[src/rtl/stone_pkg.sv]
// Shared stone-record layout, type codes and sprite geometry for the stone RAM users.
package stone_pkg;

  localparam int X_MSB    = 31;
  localparam int X_LSB    = 23;
  localparam int Y_MSB    = 18;
  localparam int Y_LSB    = 11;
  localparam int TYPE_MSB = 3;
  localparam int TYPE_LSB = 2;
  localparam int VIS_BIT  = 1;
  localparam int MOV_BIT  = 0;

  localparam logic [1:0] TYPE_STONE   = 2'b00;
  localparam logic [1:0] TYPE_GOLD    = 2'b01;
  localparam logic [1:0] TYPE_DIAMOND = 2'b10;

  localparam logic [2:0] COL_STONE   = 3'b110;
  localparam logic [2:0] COL_GOLD    = 3'b111;
  localparam logic [2:0] COL_DIAMOND = 3'b011;

  localparam int SPRITE = 16;
  localparam int SPR_W  = $clog2(SPRITE);

  typedef enum logic [2:0] {
    S_IDLE,
    S_ADDR,
    S_WAIT,
    S_LATCH,
    S_PLOT,
    S_NEXT,
    S_DONE
  } state_e;

endpackage

[src/rtl/stone_colour_lut.sv]
// Maps a stone record type code to its sprite colour.
module stone_colour_lut
  import stone_pkg::*;
(
  input  logic [1:0] type_i,
  output logic [2:0] colour_o
);

  always_comb begin
    colour_o = COL_DIAMOND;
    case (type_i)
      TYPE_STONE:   colour_o = COL_STONE;
      TYPE_GOLD:    colour_o = COL_GOLD;
      TYPE_DIAMOND: colour_o = COL_DIAMOND;
      default:      colour_o = COL_DIAMOND;
    endcase
  end

endmodule

[src/rtl/stone_drawer.sv]
// Once-per-frame walk of the stone records, plotting a SPRITE x SPRITE block per visible stone.
// IDLE wait start | ADDR drive index | WAIT ram latency | LATCH take record | PLOT pixels | NEXT advance | DONE pulse done
module stone_drawer
  import stone_pkg::*;
#(
  parameter int SCREEN_W = 320,
  parameter int SCREEN_H = 240
) (
  input  logic        clock,
  input  logic        resetn,
  input  logic        start,
  input  logic [3:0]  quantity,
  input  logic [31:0] q,
  output logic        draw_stone_flag,
  output logic [3:0]  draw_index,
  output logic [8:0]  vga_x,
  output logic [7:0]  vga_y,
  output logic [2:0]  colour,
  output logic        plot,
  output logic        done
);

  state_e           state_q, state_d;
  logic [3:0]       qty_q, qty_d;
  logic [4:0]       idx_q, idx_d;
  logic [8:0]       x_q, x_d;
  logic [7:0]       y_q, y_d;
  logic [SPR_W-1:0] dx_q, dx_d, dy_q, dy_d;
  logic             flag_q, flag_d;
  logic [3:0]       index_q, index_d;
  logic [8:0]       vga_x_q, vga_x_d;
  logic [7:0]       vga_y_q, vga_y_d;
  logic [2:0]       colour_q, colour_d;
  logic             plot_q, plot_d;
  logic             done_q, done_d;

  logic [2:0]       lut_colour;
  logic [9:0]       sum_x, sum_y;
  logic             unused_q_bits;

  stone_colour_lut u_lut (
    .type_i   (q[TYPE_MSB:TYPE_LSB]),
    .colour_o (lut_colour)
  );

  // Ten-bit sums so sprites near the right/bottom edge are clipped, never wrapped.
  assign sum_x = 10'(x_q) + 10'(dx_q);
  assign sum_y = 10'(y_q) + 10'(dy_q);

  assign unused_q_bits = &{1'b0, q[X_LSB-1:Y_MSB+1], q[Y_LSB-1:TYPE_MSB+1], q[MOV_BIT]};

  always_comb begin
    state_d  = state_q;
    qty_d    = qty_q;
    idx_d    = idx_q;
    x_d      = x_q;
    y_d      = y_q;
    dx_d     = dx_q;
    dy_d     = dy_q;
    flag_d   = flag_q;
    index_d  = index_q;
    vga_x_d  = vga_x_q;
    vga_y_d  = vga_y_q;
    colour_d = colour_q;
    plot_d   = 1'b0;
    done_d   = 1'b0;

    case (state_q)
      S_IDLE: begin
        if (start) begin
          qty_d   = quantity;
          idx_d   = 5'd1;
          flag_d  = 1'b1;
          state_d = S_ADDR;
        end
      end
      S_ADDR: begin
        if (idx_q >= {1'b0, qty_q}) begin
          done_d  = 1'b1;
          state_d = S_DONE;
        end else begin
          index_d = idx_q[3:0];
          state_d = S_WAIT;
        end
      end
      S_WAIT: state_d = S_LATCH;
      S_LATCH: begin
        x_d      = q[X_MSB:X_LSB];
        y_d      = q[Y_MSB:Y_LSB];
        colour_d = lut_colour;
        dx_d     = '0;
        dy_d     = '0;
        state_d  = q[VIS_BIT] ? S_PLOT : S_NEXT;
      end
      S_PLOT: begin
        vga_x_d = sum_x[8:0];
        vga_y_d = sum_y[7:0];
        plot_d  = (sum_x < 10'(SCREEN_W)) && (sum_y < 10'(SCREEN_H));
        dx_d    = dx_q + SPR_W'(1);
        if (&dx_q) begin
          dy_d = dy_q + SPR_W'(1);
          if (&dy_q) state_d = S_NEXT;
        end
      end
      S_NEXT: begin
        idx_d   = idx_q + 5'd1;
        state_d = S_ADDR;
      end
      S_DONE: begin
        flag_d  = 1'b0;
        state_d = S_IDLE;
      end
      default: state_d = S_IDLE;
    endcase
  end

  always_ff @(posedge clock or negedge resetn) begin
    if (!resetn) begin
      state_q  <= S_IDLE;
      qty_q    <= '0;
      idx_q    <= '0;
      x_q      <= '0;
      y_q      <= '0;
      dx_q     <= '0;
      dy_q     <= '0;
      flag_q   <= 1'b0;
      index_q  <= '0;
      vga_x_q  <= '0;
      vga_y_q  <= '0;
      colour_q <= '0;
      plot_q   <= 1'b0;
      done_q   <= 1'b0;
    end else begin
      state_q  <= state_d;
      qty_q    <= qty_d;
      idx_q    <= idx_d;
      x_q      <= x_d;
      y_q      <= y_d;
      dx_q     <= dx_d;
      dy_q     <= dy_d;
      flag_q   <= flag_d;
      index_q  <= index_d;
      vga_x_q  <= vga_x_d;
      vga_y_q  <= vga_y_d;
      colour_q <= colour_d;
      plot_q   <= plot_d;
      done_q   <= done_d;
    end
  end

  assign draw_stone_flag = flag_q;
  assign draw_index      = index_q;
  assign vga_x           = vga_x_q;
  assign vga_y           = vga_y_q;
  assign colour          = colour_q;
  assign plot            = plot_q;
  assign done            = done_q;

endmodule

[config.mk]
export PLATFORM = sky130hd
export DESIGN_NAME = stone_drawer
export DESIGN_NICKNAME = d
export VERILOG_FILES = /design/src/rtl/stone_pkg.sv /design/src/rtl/stone_colour_lut.sv /design/src/rtl/stone_drawer.sv
export SDC_FILE = /design/constraint.sdc
export NUM_CORES = 1
export LEC_CHECK = 0
export CORE_ASPECT_RATIO = 2
export CORE_MARGIN = 2
export CORE_UTILIZATION = 25
export CTS_CLUSTER_DIAMETER = 50
export DETAILED_ROUTE_END_ITERATION = 7
export PLACE_DENSITY = 0.49
export RECOVER_POWER = 50
export SYNTH_ARGS = -nofsm -noshare
export SYNTH_HDL_FRONTEND = slang
export SYNTH_SLANG_ARGS = --single-unit
export TNS_END_PERCENT = 50
[constraint.sdc]
create_clock -name clock -period 2.55 [get_ports clock]
set_input_delay 0.51 -clock clock [delete_from_list [all_inputs] [get_ports clock]]
set_output_delay 0.51 -clock clock [all_outputs]
set_load 0.02 [all_outputs]
==> results of run 1 <==
## sequential cells by signal, indices dropped and copies added (netlist names), 4 cells and up
| name | cells |
|---|---|
| vga_x | 9 |
| y_q | 8 |
| draw_index | 4 |
| vga_y | 8 |
| dy_q | 4 |
| dx_q | 4 |
| qty_q | 4 |
| x_q | 9 |
| idx_q | 5 |
## synthesized netlist by cell type, types with 2 or more instances
cell type  number
inv_1          11
a21o_1          2
nand2b_1        8
nor2_1         16
xnor2_1         5
and3_1          3
clkbuf_1        6
o31ai_1         2
a211oi_2        2
buf_2           4
mux2i_1         2
ha_1           15
nand2_1        90
xor2_1         13
mux2_2          6
a21oi_1         6
nand4_1         2
and2_1          2
buf_4           2
dfrtp_1        64
o21ai_0        39
nand3_1         7
a211oi_1        3
fa_1            2
## routing by layer
metal  vias to the layer above  global-route usage  routed length (um)
met5                         -                   0                   0
met4                         0             0.06305                 192
met3                        14             0.03386                 290
met2                        38              0.2131                4144
met1                      1151              0.1248                2838
li1                       1221                   -                   -
## area by class of cell
type | instances | area share
Tap cell | 150 | 0.04494
Timing Repair Buffer | 58 | 0.1324
Inverter | 11 | 0.009886
Clock buffer | 9 | 0.05392
Multi-Input combinational cell | 241 | 0.3469
Clock inverter | 7 | 0.02846
Sequential cell | 64 | 0.3835
## how the worst max path moves through the flow
stage                            to  cells past startpoint  slack [ns]
6_report             plot$_DFF_PN0_                      8        0.34
5_1_grt        vga_x[8]$_DFFE_PN0P_                      8        0.18
4_1_cts              plot$_DFF_PN0_                      8        0.33
3_5_place_dp         plot$_DFF_PN0_                      8        0.35
3_3_place_gp         plot$_DFF_PN0_                      8        0.38
2_1_floorplan        plot$_DFF_PN0_                      8        0.55
## power breakdown
part / total (mW) / internal [mW] / switching [mW]
registers: 1.80 / 1.43 / 0.368
logic: 1.80 / 0.830 / 0.972
clock network: 1.42 / 0.955 / 0.462
## stage by stage
stage | util | hold slack [ns] | total power [mW]
finish | 0.3346 | 0.3575 | 5.017
global route | 0.3346 | 0.4738 | 5.449
CTS | 0.3366 | 0.1306 | 5.142
detailed placement | 0.3090 | 0.4600 | 3.688
global placement | 0.3090 | 0.4614 | 3.644
floorplan | - | 0.2144 | 2.961
## kinds of logic (layout without fill, tap and decap cells)
kind of cell / after synthesis / count (layout) / synth area share
DFF: 64 / 64 / 0.5043
adders and majority gates: 17 / 17 / 0.07171
xor gates and xnor gates: 18 / 18 / 0.04965
buffers and inverters: 24 / 85 / 0.03467
muxes: 8 / 8 / 0.02758
and+or+nand+nor: 136 / 136 / 0.1935
AOI/OAI and AO/OA: 62 / 62 / 0.1186
==> summary.txt, run 1 <==
Detailed routing
  • Vias: 2,424
  • Vias/cell: 4.489
  • Iter 0 DRT Violations: 143
  • Drt total wl: 7465 um
  • Detail Route Antenna Nets: 0
  • Avg WL per Cell: 13.82 um
  • Drt pass-1 iters: 4
  • # DRC: 0

Clock tree
  • Worst-Skew Late Latency: 0.34 ns
  • CTS sink cnt: 64
  • Cts bufs inserted: 9
  • Clk buf depth: 2
  • Clock transition at path regs: 0.06 ns
  • Clock root cell: clkbuf_16
  • Post-CTS Setup Inserts: 0
  • CTS tree: yes
  • CTS Hold Buffers Added: 0
  • Htree depth: 3
  • Cts repair resizes: 0

Placement
  • Placed insts: 524
  • I/O Buffers: 53
  • Placer Congestion: 0.7776
  • Post-DP HPWL: 5547 um
  • Dpl ws: 0.3464 ns
  • Post-Place Cell Area: 0.003857 mm^2

Yosys
  • Top post-synthesis cells by area: dfrtp_1 (50%), nand2_1 (11%), o21ai_0 (6.1%)
  • Share of the synthesized area in the top cell type: 0.5043
  • Syn Area/Cell: 9.652 um^2
  • Seq/Total Area, Yosys: 0.5043
  • Synth Register Bits: 64
  • Ys Warns: 0
  • Syn_nets: 385
  • Post-synthesis cell type count: 41
  • Synthesized area: 0.003176 mm^2
  • Post-synth EDFFs: 0
  • Asr flop ratio synth: 1.000
  • Area leader, netlist: dfrtp_1
  • Post-Syn Instances: 329
  • Main synth FF type: dfrtp_1

Layout
  • Filler Cells Inserted: 1,298
  • Layout cell share with drive strength beyond 1: 0.08205
  • Finished Cell Area: 0.004177 mm^2
  • Reg area: 0.001602 mm^2
  • Area added between synthesis and finish: 31.52%
  • Most frequent cells in the layout: nand2_1 (90), dfrtp_1 (64), clkdlybuf4s50_1 (51), o21ai_0 (39), nor2_1 (16)
  • Commonest non-fill, non-tap cell in the layout: nand2_1
  • Final nets: 441
  • Area of the multi-input gates: 0.001449 mm^2
  • Antenna cell count: 0
  • Non-filler cells, final: 540

Worst setup path
  • CP startpoint: dy_q[0]$_DFFE_PN0P_
  • Crit path buffers/inverters: 1
  • Slowest CP cell: dfrtp_1
  • WP data required: 2.78 ns
  • R2r setup slk: 0.34 ns
  • CP top delay family: compound AO/OA/AOI/OAI gates
  • Critical R2R Capture: plot$_DFF_PN0_
  • Worst Path Arrival: 2.44 ns
  • Largest stage delay, worst path: 0.43 ns
  • Critical-path cell list: ha_1, inv_1, fa_1, nand2b_1, a21oi_1, a41oi_1, o311a_1, o21a_1
  • Crit path max fanout: 5
  • CP endpoint kind: flop
  • Nature of the critical path startpoint: flop
  • Worst Setup Path Type: flop to flop
  • Worst r2r src: dy_q[0]$_DFFE_PN0P_
  • R2r worst-path depth: 8

STA
  • Pins Over Slew Limit: 0
  • RSZ-0062 raised after global routing: no
  • Fmax: 0.4521 GHz
  • Final WS setup: 0.3379 ns
  • Setup tns final: 0 ns
  • Final setup fails: 0
  • Slew HR: 0.2796
  • Worst-Margin Slew: 1.081 ns
  • Tcrit/Tclk final: 0.8675
  • Fin crit period: 2.212 ns
  • Final hold vios: 0
  • Final Skew: 0.005797 ns

Die
  • Die Width: 83.70 um
  • Placeable Area: 0.01248 mm^2
  • I/O pin count: 66
  • Row Count: 58
  • Die height: 163.4 um
  • Initial Util: 0.2544
  • Die area: 0.01367 mm^2

Global routing
  • Vias in the first global route: 2,453
  • Largest net degree at the start of global routing: 35
  • Grt ovf: 0
  • Initial antenna violation count: 0
  • First-pass GRT wire length: 12,480 um
  • GR Util All Layers: 0.1191

Pwr
  • VDD IR-drop max: 0.5425 mV
  • Total power per unit cell area: 1201 mW/mm^2
  • Leakage: 1.886 nW

Hold path
  • Worst min-delay path class: input port to async pin

Job
  • Max-cap violations: 0

Status
  • Status: complete, no violations
Power figures use the tool's default switching activity.
==> run 2, diff against run 1 <==
CTS_BUF_LIST = sky130_fd_sc_hd__clkbuf_8   (was not set)
==> run 2 against run 1 <==
Net effect: wire length barely moved; maximum frequency down 1.2%; sequential power is essentially flat; combinational power about the same; total power shrank 6.9%; die area stayed put; final cell count is the same; clock skew increased by 0.0089 ns; clock-buffer cell count is the same; first-iteration DRC count decreased by 18%.
==> summary.txt, run 2 (same netlist as run 1, synthesis figures left out) <==
Status
  • Status: complete, no violations (unchanged)

Die
  • Placeable Area: 0.01248 mm^2 (unchanged)
  • Row Count: 58 (unchanged)
  • Die height: 163.4 um (unchanged)
  • Die area: 0.01367 mm^2 (unchanged)
  • Die Width: 83.70 um (unchanged)
  • Initial Util: 0.2544 (unchanged)
  • I/O pin count: 66 (unchanged)

Detailed routing
  • Drt pass-1 iters: 4 (unchanged)
  • # DRC: 0 (unchanged)
  • Vias: 2,415 (was 2,424)
  • Detail Route Antenna Nets: 0 (unchanged)
  • Vias/cell: 4.472 (was 4.489)
  • Avg WL per Cell: 13.83 um (was 13.82 um)
  • Drt total wl: 7466 um (was 7465 um)
  • Iter 0 DRT Violations: 117 (was 143)

Placement
  • I/O Buffers: 53 (unchanged)
  • Post-DP HPWL: 5547 um (unchanged)
  • Placer Congestion: 0.7776 (unchanged)

Pwr
  • Total power per unit cell area: 1146 mW/mm^2 (was 1201 mW/mm^2)
  • Leakage: 1.840 nW (was 1.886 nW)
  • VDD IR-drop max: 0.4668 mV (was 0.5425 mV)
  • Tot Pwr: 4.672 mW (was 5.017 mW)

Worst setup path
  • R2r worst-path depth: 8 (unchanged)
  • R2r setup slk: 0.31 ns (was 0.34 ns)
  • WP data required: 2.84 ns (was 2.78 ns)
  • Critical R2R Capture: plot$_DFF_PN0_ (unchanged)
  • CP endpoint kind: flop (unchanged)
  • Worst Path Arrival: 2.53 ns (was 2.44 ns)
  • Nature of the critical path startpoint: flop (unchanged)
  • Worst Setup Path Type: flop to flop (unchanged)
  • Crit path max fanout: 5 (unchanged)
  • Worst r2r src: dx_q[0]$_DFFE_PN0N_ (was dy_q[0]$_DFFE_PN0P_)

STA
  • Tcrit/Tclk final: 0.8782 (was 0.8675)
  • Final hold vios: 0 (unchanged)
  • Fmax: 0.4466 GHz (was 0.4521 GHz)
  • Worst-Margin Slew: 1.082 ns (was 1.081 ns)
  • Setup tns final: 0 ns (unchanged)
  • RSZ-0062 raised after global routing: no (unchanged)
  • Final setup fails: 0 (unchanged)
  • Fin crit period: 2.239 ns (was 2.212 ns)
  • Pins Over Slew Limit: 0 (unchanged)
  • Final Skew: 0.01465 ns (was 0.005797 ns)
  • Slew HR: 0.2786 (was 0.2796)

Layout
  • Final core occ: 0.3265 (was 0.3346)
  • Most frequent cells in the layout: nand2_1 (90), dfrtp_1 (64), clkdlybuf4s50_1 (51), o21ai_0 (39), nor2_1 (16) (unchanged)
  • Antenna cell count: 0 (unchanged)
  • Final nets: 441 (unchanged)
  • Commonest non-fill, non-tap cell in the layout: nand2_1 (unchanged)
  • Area added between synthesis and finish: 28.33% (was 31.52%)
  • Layout cell share with drive strength beyond 1: 0.08205 (unchanged)
  • Filler Cells Inserted: 1,313 (was 1,298)

Job
  • Max-cap violations: 0 (unchanged)

Global routing
  • Initial antenna violation count: 0 (unchanged)
  • GR Util All Layers: 0.1165 (was 0.1191)
  • Grt ovf: 0 (unchanged)
  • Vias in the first global route: 2,464 (was 2,453)
  • Largest net degree at the start of global routing: 35 (unchanged)
  • First-pass GRT wire length: 12,430 um (was 12,480 um)

Clock tree
  • Clock transition at path regs: 0.07 ns (was 0.06 ns)
  • Htree depth: 3 (unchanged)
  • Post-CTS Setup Inserts: 0 (unchanged)
  • Worst-Skew Late Latency: 0.35 ns (was 0.34 ns)
  • CTS Hold Buffers Added: 0 (unchanged)
  • CTS sink cnt: 64 (unchanged)
  • Clock root cell: clkbuf_8 (was clkbuf_16)
  • Cts bufs inserted: 9 (unchanged)
  • CTS tree: yes (unchanged)
  • Cts repair resizes: 0 (unchanged)
  • Clk buf depth: 2 (unchanged)

Hold path
  • Worst min-delay path class: input port to async pin (unchanged)
-- run 2: cell counts in the layout (fill, tap and decap cells not counted) --
Identical to the previous run, type by type.
-- run 2: worst max path at each step --
stage                     slack [ns]  depth (start not counted)           startpoint              endpoint
after global placement          0.38                          8  dx_q[0]$_DFFE_PN0N_        plot$_DFF_PN0_
after CTS                       0.33                          8  dx_q[0]$_DFFE_PN0N_        plot$_DFF_PN0_
after global routing            0.17                          8  dx_q[0]$_DFFE_PN0N_  vga_x[8]$_DFFE_PN0P_
after floorplan                 0.55                          8  dx_q[0]$_DFFE_PN0N_        plot$_DFF_PN0_
after detailed placement        0.35                          8  dx_q[0]$_DFFE_PN0N_        plot$_DFF_PN0_
final                           0.31                          8  dx_q[0]$_DFFE_PN0N_        plot$_DFF_PN0_
-- run 2: critical path: stages (launching register included) --
cell and delay (ns):
dfrtp_1 0.42, ha_1 0.23, inv_1 0.07, fa_1 0.39
nand2b_1 0.21, a211oi_2 0.34, nand3_1 0.16, a32oi_1 0.23
o21a_1 0.13
-- run 2: routing by layer --
layer / vias to the layer above / share of wire / GRT usage
met5: - / 0 / 0
met4: 0 / 0.018 / 0.04326
met3: 10 / 0.040 / 0.03234
met2: 39 / 0.56 / 0.2149
met1: 1150 / 0.38 / 0.1248
li1: 1216 / - / -
-- run 2: metrics by stage --
stage,area [um^2],hold slack [ns],std cells,setup WS [ns]
2_1_floorplan,3176,0.2144,329,0.5527
3_3_place_gp,3857,0.4614,524,0.3785
3_5_place_dp,3857,0.4600,524,0.3464
4_1_cts,4100,0.1091,540,0.3292
5_1_grt,4075,0.4529,540,0.1723
6_report,4075,0.3422,540,0.3107
-- run 2: final cells by class --
class                           count  area [um^2]  share of cell area
Clock buffer                        9        123.9             0.03040
Clock inverter                      7        118.9             0.02917
Tap cell                          150        187.7             0.04605
Inverter                           11        41.29             0.01013
Multi-Input combinational cell    241         1449              0.3555
Sequential cell                    64         1602              0.3930
Timing Repair Buffer               58        553.0              0.1357
-- run 2: power by group --
group	internal, mW	total (mW)	leakage, nW	switching (mW)
clock network	0.651	1.07	0.116	0.422
registers	1.43	1.80	0.801	0.372
logic	0.830	1.80	0.923	0.971
total	2.91	4.67	1.84	1.76
==> run 3, diff against run 2 <==
CAP_MARGIN = 5   (was not set)
==> results of run 3 <==
Final layout, timing and power as in run 2 (identical DEF).
